### src/rtl/uart_tx_arbiter_if.sv
// Requester/transmitter bundle around uart_tx_arbiter.
// The arbiter uses the slave modport; requesters plus the transmitter use master.
interface uart_tx_arbiter_if #(
  parameter int N_REQ = 3
);
  logic [N_REQ-1:0]   req_valid;
  logic [8*N_REQ-1:0] req_data;
  logic [N_REQ-1:0]   req_last;
  logic [N_REQ-1:0]   req_ready;
  logic [N_REQ-1:0]   grant;
  logic [7:0]         tx_word;
  logic               tx_start;
  logic               tx_ready;
  logic               busy;
  logic               timeout_flag;

  modport master (
    output req_valid, req_data, req_last, tx_ready,
    input  req_ready, grant, tx_word, tx_start, busy, timeout_flag
  );

  modport slave (
    input  req_valid, req_data, req_last, tx_ready,
    output req_ready, grant, tx_word, tx_start, busy, timeout_flag
  );
endinterface

### src/rtl/uart_tx_arbiter.sv
// Round-robin packet arbiter feeding one UART transmitter, with an idle gap after each packet.
// Optional LOAD stall timeout is built in when TX_ARB_TIMEOUT_EN is defined.
module uart_tx_arbiter #(
  parameter int N_REQ    = 3,
  parameter int IDLE_GAP = 15000,
  parameter int TIMEOUT  = 1024
) (
  input  logic              clk,
  input  logic              rst,
  uart_tx_arbiter_if.slave  bus
);
  localparam int IW = (N_REQ > 1) ? $clog2(N_REQ) : 1;
  localparam int GW = (IDLE_GAP > 0) ? $clog2(IDLE_GAP + 1) : 1;
  localparam logic [GW-1:0] GAP_LAST = (IDLE_GAP > 0) ? GW'(IDLE_GAP - 1) : '0;

  // state     | meaning
  // S_IDLE    | no owner, searching requesters from ptr+1
  // S_LOAD    | owner granted, waiting for its byte and a ready transmitter
  // S_START   | one-cycle tx_start strobe
  // S_WAIT_*  | waiting for the frame to begin, then to finish
  // S_GAP     | mandatory idle time after a packet
  typedef enum logic [2:0] {
    S_IDLE, S_LOAD, S_START, S_WAIT_ACK, S_WAIT_DONE, S_GAP
  } state_e;

  state_e           state_q, state_d;
  logic [IW-1:0]    ptr_q, ptr_d;
  logic [IW-1:0]    gidx_q, gidx_d;
  logic [N_REQ-1:0] grant_q, grant_d;
  logic [7:0]       word_q, word_d;
  logic             last_q, last_d;
  logic [GW-1:0]    gap_q, gap_d;
  logic [IW-1:0]    pick;
  logic             pick_vld;
  logic             accept;
  logic             to_hit;

  assign accept = (state_q == S_LOAD) && bus.tx_ready && bus.req_valid[gidx_q];

  // Search ptr+1, ptr+2, ... ; the nearest valid index wins since it is assigned last.
  always_comb begin
    pick     = ptr_q;
    pick_vld = 1'b0;
    for (int k = N_REQ; k >= 1; k--) begin
      if (bus.req_valid[(int'(ptr_q) + k) % N_REQ]) begin
        pick     = IW'((int'(ptr_q) + k) % N_REQ);
        pick_vld = 1'b1;
      end
    end
  end

`ifdef TX_ARB_TIMEOUT_EN
  localparam int TW = (TIMEOUT > 0) ? $clog2(TIMEOUT + 1) : 1;
  localparam logic [TW-1:0] TO_LAST = (TIMEOUT > 0) ? TW'(TIMEOUT - 1) : '0;
  localparam logic [TW-1:0] TO_MAX  = {TW{1'b1}};

  logic [TW-1:0] to_q, to_d;

  assign to_hit = (state_q == S_LOAD) && !accept && (to_q == TO_LAST);

  always_comb begin
    to_d = '0;
    if (state_q == S_LOAD) to_d = (to_q == TO_MAX) ? to_q : to_q + 1'b1;
  end

  always_ff @(posedge clk) begin
    if (rst) to_q <= '0;
    else     to_q <= to_d;
  end
`else
  assign to_hit = 1'b0;
`endif

  always_comb begin
    state_d = state_q;
    ptr_d   = ptr_q;
    gidx_d  = gidx_q;
    grant_d = grant_q;
    word_d  = word_q;
    last_d  = last_q;
    gap_d   = gap_q;
    unique case (state_q)
      S_IDLE: begin
        if (pick_vld) begin
          gidx_d  = pick;
          grant_d = N_REQ'(1) << pick;
          state_d = S_LOAD;
        end
      end
      S_LOAD: begin
        if (accept) begin
          word_d  = bus.req_data[8*gidx_q +: 8];
          last_d  = bus.req_last[gidx_q];
          state_d = S_START;
        end else if (to_hit) begin
          ptr_d   = gidx_q;
          grant_d = '0;
          gap_d   = '0;
          state_d = (IDLE_GAP == 0) ? S_IDLE : S_GAP;
        end
      end
      S_START:    state_d = S_WAIT_ACK;
      S_WAIT_ACK: if (!bus.tx_ready) state_d = S_WAIT_DONE;
      S_WAIT_DONE: begin
        if (bus.tx_ready) begin
          if (last_q) begin
            ptr_d   = gidx_q;
            grant_d = '0;
            gap_d   = '0;
            state_d = (IDLE_GAP == 0) ? S_IDLE : S_GAP;
          end else begin
            state_d = S_LOAD;
          end
        end
      end
      S_GAP: begin
        if (gap_q >= GAP_LAST) state_d = S_IDLE;
        else                   gap_d   = gap_q + 1'b1;
      end
      default: state_d = S_IDLE;
    endcase
  end

  always_ff @(posedge clk) begin
    if (rst) begin
      state_q <= S_IDLE;
      ptr_q   <= IW'(N_REQ - 1);
      gidx_q  <= '0;
      grant_q <= '0;
      word_q  <= '0;
      last_q  <= 1'b0;
      gap_q   <= '0;
    end else begin
      state_q <= state_d;
      ptr_q   <= ptr_d;
      gidx_q  <= gidx_d;
      grant_q <= grant_d;
      word_q  <= word_d;
      last_q  <= last_d;
      gap_q   <= gap_d;
    end
  end

  assign bus.req_ready    = accept ? grant_q : '0;
  assign bus.grant        = grant_q;
  assign bus.tx_word      = word_q;
  assign bus.tx_start     = (state_q == S_START);
  assign bus.busy         = (state_q != S_IDLE);
  assign bus.timeout_flag = to_hit;
endmodule
### src/flat_wrapper.sv
// flat-port wrapper written by rule: the top's interface ports become plain ports
module uart_tx_arbiter_flat 
#(
  parameter int N_REQ    = 3,
  parameter int IDLE_GAP = 15000,
  parameter int TIMEOUT  = 1024
)
  (clk, rst, bus_req_valid, bus_req_data, bus_req_last, bus_tx_ready, bus_req_ready, bus_grant, bus_tx_word, bus_tx_start, bus_busy, bus_timeout_flag);
  uart_tx_arbiter_if #(.N_REQ(N_REQ)) bus_i ();
  input  logic clk;
  input  logic rst;
  input wire logic [$bits(bus_i.req_valid)-1:0] bus_req_valid;
  input wire logic [$bits(bus_i.req_data)-1:0] bus_req_data;
  input wire logic [$bits(bus_i.req_last)-1:0] bus_req_last;
  input wire logic [$bits(bus_i.tx_ready)-1:0] bus_tx_ready;
  output wire logic [$bits(bus_i.req_ready)-1:0] bus_req_ready;
  output wire logic [$bits(bus_i.grant)-1:0] bus_grant;
  output wire logic [$bits(bus_i.tx_word)-1:0] bus_tx_word;
  output wire logic [$bits(bus_i.tx_start)-1:0] bus_tx_start;
  output wire logic [$bits(bus_i.busy)-1:0] bus_busy;
  output wire logic [$bits(bus_i.timeout_flag)-1:0] bus_timeout_flag;
  assign bus_i.req_valid = bus_req_valid;
  assign bus_i.req_data = bus_req_data;
  assign bus_i.req_last = bus_req_last;
  assign bus_i.tx_ready = bus_tx_ready;
  assign bus_req_ready = bus_i.req_ready;
  assign bus_grant = bus_i.grant;
  assign bus_tx_word = bus_i.tx_word;
  assign bus_tx_start = bus_i.tx_start;
  assign bus_busy = bus_i.busy;
  assign bus_timeout_flag = bus_i.timeout_flag;
  uart_tx_arbiter #(.N_REQ(N_REQ), .IDLE_GAP(IDLE_GAP), .TIMEOUT(TIMEOUT)) u_core (.clk(clk), .rst(rst), .bus(bus_i));
endmodule
### config.mk
export PLATFORM = sky130hd
export DESIGN_NAME = uart_tx_arbiter_flat
export DESIGN_NICKNAME = d
export VERILOG_FILES = /design/src/rtl/uart_tx_arbiter_if.sv /design/src/rtl/uart_tx_arbiter.sv /design/src/flat_wrapper.sv
export SDC_FILE = /design/constraint.sdc
export NUM_CORES = 1
export LEC_CHECK = 0
export ABC_CLOCK_PERIOD_IN_PS = 3400
export CAP_MARGIN = 20
export CORE_ASPECT_RATIO = 1.1
export CORE_MARGIN = 4
export CORE_UTILIZATION = 44
export CTS_CLUSTER_DIAMETER = 80
export CTS_CLUSTER_SIZE = 8
export DETAILED_ROUTE_END_ITERATION = 10
export MAX_ROUTING_LAYER = met4
export PLACE_DENSITY = 0.76
export SLEW_MARGIN = 0
export SYNTH_ARGS = -nofsm -noshare
export SYNTH_HDL_FRONTEND = slang
export SYNTH_SLANG_ARGS = --single-unit
### constraint.sdc
create_clock -name clk -period 3.4 [get_ports clk]
set_clock_uncertainty 0.15 [all_clocks]
set_input_delay 1.02 -clock clk [delete_from_list [all_inputs] [get_ports clk]]
set_output_delay 1.02 -clock clk [all_outputs]
set_load 0.02 [all_outputs]
==> flow_metrics.env <==
export IMPL_finalCritPeriodShare_pct=97.2
export IMPL_start_util_pct=45.7
export IMPL_final_util_pct=62.2
export IMPL_rows=25
export IMPL_ys_ff_latch=33
export IMPL_synth_edf_count=0
export IMPL_netlist_area_um2=1960
export IMPL_numPortBuffers=48
export IMPL_die_h_um=78.0
export IMPL_diodes=0
export IMPL_hold_slack_ns=0.335
export IMPL_ios=50
export IMPL_clockBufferDepth=2
export IMPL_finalSetupViolCount=0
export IMPL_p_per_area_nw_per_um2=359
export IMPL_final_cell_mix="clkdlybuf4s50_1 (41), nor2_1 (34), dfxtp_1 (33), a21oi_1 (22)"
export IMPL_syn_num_nets=278
export IMPL_drtPass1Iterations=4
export IMPL_cts_tree="yes"
export IMPL_fin_crit_ns=3.31
export IMPL_grt_ovfl_total=0
export IMPL_grt_pass1_wl_mm=8.13
export IMPL_gp_congestion=0.800
export IMPL_async_reset_ff_share_pct=0
export IMPL_path_clk_slew_ns=0.07
export IMPL_vias_per_cell=5.37
export IMPL_grt_max_degree=22
export IMPL_critPathMaxFanout=4
export IMPL_place_area_um2=2510
export IMPL_dieWidth_um=71.6
export IMPL_yosys_cell_types_count=49
export IMPL_ir_drop_mv=0.377
export IMPL_cts_root_buffer="clkbuf_8"
export IMPL_die_area_um2=5580
export IMPL_drt_iter0_markers=69
export IMPL_drv_slew=0
export IMPL_synth_warnings=0
export IMPL_reg2reg_depth=7
export IMPL_status="completed"
export IMPL_cp_arrival_ns=2.14
export IMPL_synth_avg_cell_area_um2=8.09
export IMPL_max_freq_ghz=0.302
export IMPL_synthCells=242
export IMPL_start_kind="input port"
export IMPL_coreArea_um2=4290
export IMPL_wire_per_inst_um=13.5
export IMPL_leakagePower_nw=0.965
export IMPL_cts_made_buffers=5
export IMPL_grt_pass1_vias=1837
export IMPL_endpoint_kind="output pin"
export IMPL_grt_usage_pct=18.2
export IMPL_dp_hpwl_mm=3.43
export IMPL_num_vias=1864
export IMPL_numClockSinks=33
export IMPL_areaGrowthSynthToFinish_pct=36.0
export IMPL_hold_viol=0
export IMPL_nNetsFinal=328
export IMPL_antenna_found_initial=0
export IMPL_ant_nets=0
export IMPL_clk_latency_ns=0.29
export IMPL_rsz0062_at_grt="false"
export IMPL_crit_type="input port to output pin"
export IMPL_max_cap_violations=0
export IMPL_final_common_cell="clkdlybuf4s50_1"
export IMPL_ys_seq_area_share_pct=33.7
export IMPL_ctsHtreeMaxLevel=2
export IMPL_wirelength_mm=4.70
export IMPL_synth_ff_type="dfxtp_1"
export IMPL_hold_path_depth=1
export IMPL_drive_gt1_share_pct=13.0
export IMPL_design_area_um2=2660
export IMPL_min_path_type="flip-flop to flip-flop"
export IMPL_drc_errors=0
export IMPL_required_ns=2.23
## per-layer routing
| metal | GRT usage, % | vias up | share of wire (%) | routed length (um) |
|---|---|---|---|---|
| met1 | 23.2 | 838 | 45 | 2100 |
| met4 | 5.45 | 0 | 0.53 | 25 |
| met2 | 27.8 | 48 | 48 | 2260 |
| met3 | 5.31 | 4 | 6.7 | 315 |
| met5 | - | - | 0 | 0 |
| li1 | - | 974 | - | - |
## state kept, by name, summed over array words and instances (netlist names)
signal,count
u_core.gap_q,14
u_core.ptr_q,2
u_core.bus.tx_word,8
u_core.gidx_q,2
u_core.state_q,3
u_core.bus.grant,3
u_core.last_q,1
## metrics by stage
stage / std cells / worst slack, ns / power [mW] / setup TNS (ns)
floorplan: 242 / 0.00692 / 0.511 / 0
global placement: 337 / -0.727 / 0.592 / -2.16
detailed placement: 337 / -0.832 / 0.594 / -2.48
CTS: 346 / 0.00640 / 0.968 / 0
global route: 347 / 0.0201 / 0.997 / 0
finish: 347 / 0.0935 / 0.957 / 0
## synth_stat cells (2+ instances only)
| library cell | n | area share (%) |
|---|---|---|
| buf_1 | 2 | 0.38 |
| nor2b_1 | 6 | 1.9 |
| o31ai_1 | 3 | 1.2 |
| o21a_1 | 2 | 0.77 |
| nand3_1 | 5 | 1.3 |
| or3_1 | 2 | 0.64 |
| nor3_1 | 3 | 0.77 |
| ha_1 | 3 | 1.9 |
| buf_6 | 2 | 1.2 |
| o21bai_1 | 2 | 0.77 |
| dfxtp_1 | 33 | 34 |
| a211o_1 | 2 | 0.89 |
| nand3b_1 | 5 | 1.9 |
| or4_1 | 3 | 1.2 |
| o21ai_0 | 10 | 2.6 |
| xor2_1 | 7 | 3.1 |
| o2111ai_1 | 3 | 1.3 |
| nand2_1 | 12 | 2.3 |
| o211ai_1 | 6 | 2.3 |
| nor2_1 | 34 | 6.5 |
| mux2i_1 | 14 | 7.2 |
| and3_1 | 2 | 0.64 |
| a211oi_1 | 13 | 5.0 |
| a21oi_1 | 22 | 5.6 |
| inv_1 | 6 | 1.2 |
| clkbuf_1 | 13 | 2.5 |
| and2_1 | 5 | 1.6 |
## critical path, stage by stage
cell	delay, ns
clkdlybuf4s15_2	0.18
mux2i_1	0.07
o2bb2ai_2	0.16
nand2_2	0.08
nor4b_4	0.30
and2_4	0.21
buf_6	0.11
## worst paths after layout
path | endpoint | slack (ns) | start
hold / removal | u_core.gap_q[13]$_SDFFE_PP0P_ | 0.33 | u_core.gap_q[13]$_SDFFE_PP0P_
setup / recovery | bus_req_ready[2] | 0.09 | bus_req_valid[0]
setup reg to reg | u_core.gap_q[11]$_SDFFE_PP0P_ | 0.79 | u_core.gap_q[0]$_SDFFE_PP0P_
hold reg to reg | u_core.gap_q[13]$_SDFFE_PP0P_ | 0.33 | u_core.gap_q[13]$_SDFFE_PP0P_
## final cells by class
| cell class | instances | area, um^2 |
|---|---|---|
| fill | 365 | 1620 |
| multi-input combinational | 184 | 1210 |
| sequential | 33 | 661 |
| timing repair buffer | 62 | 583 |
| clock buffer | 5 | 68.8 |
| tap | 54 | 67.6 |
| clock inverter | 3 | 46.3 |
| inverter | 6 | 22.5 |
## timing repair
| item | CTS | global route |
|---|---|---|
| setup endpoints to repair | 3 | 3 |
| setup buffers | 1 | 1 |
| resized for setup | 33 | 0 |
| hold buffers | 0 | 0 |
| pin swaps | 6 | 3 |
## logic make-up (layout without fill, tap and decap cells)
kind of cell               after synthesis  in the layout  share of synthesized area, %
xor gates and xnor gates                 8              8                          3.58
adders and majority gates                4              4                          2.43
DFF                                     33             33                          33.7
muxes                                   14             14                          7.16
buffers and inverters                   25             76                          5.81
and+or+nand+nor                         84             84                          22.0
other                                    1              1                         0.192
AOI/OAI and AO/OA                       73             73                          25.1
## power breakdown
| part | internal [mW] | total, mW | switching, mW |
|---|---|---|---|
| clock network | 0.219 | 0.367 | 0.148 |
| registers | 0.400 | 0.415 | 0.0150 |
| logic | 0.0953 | 0.175 | 0.0799 |
No activity file was read; power rests on OpenSTA's default activity.
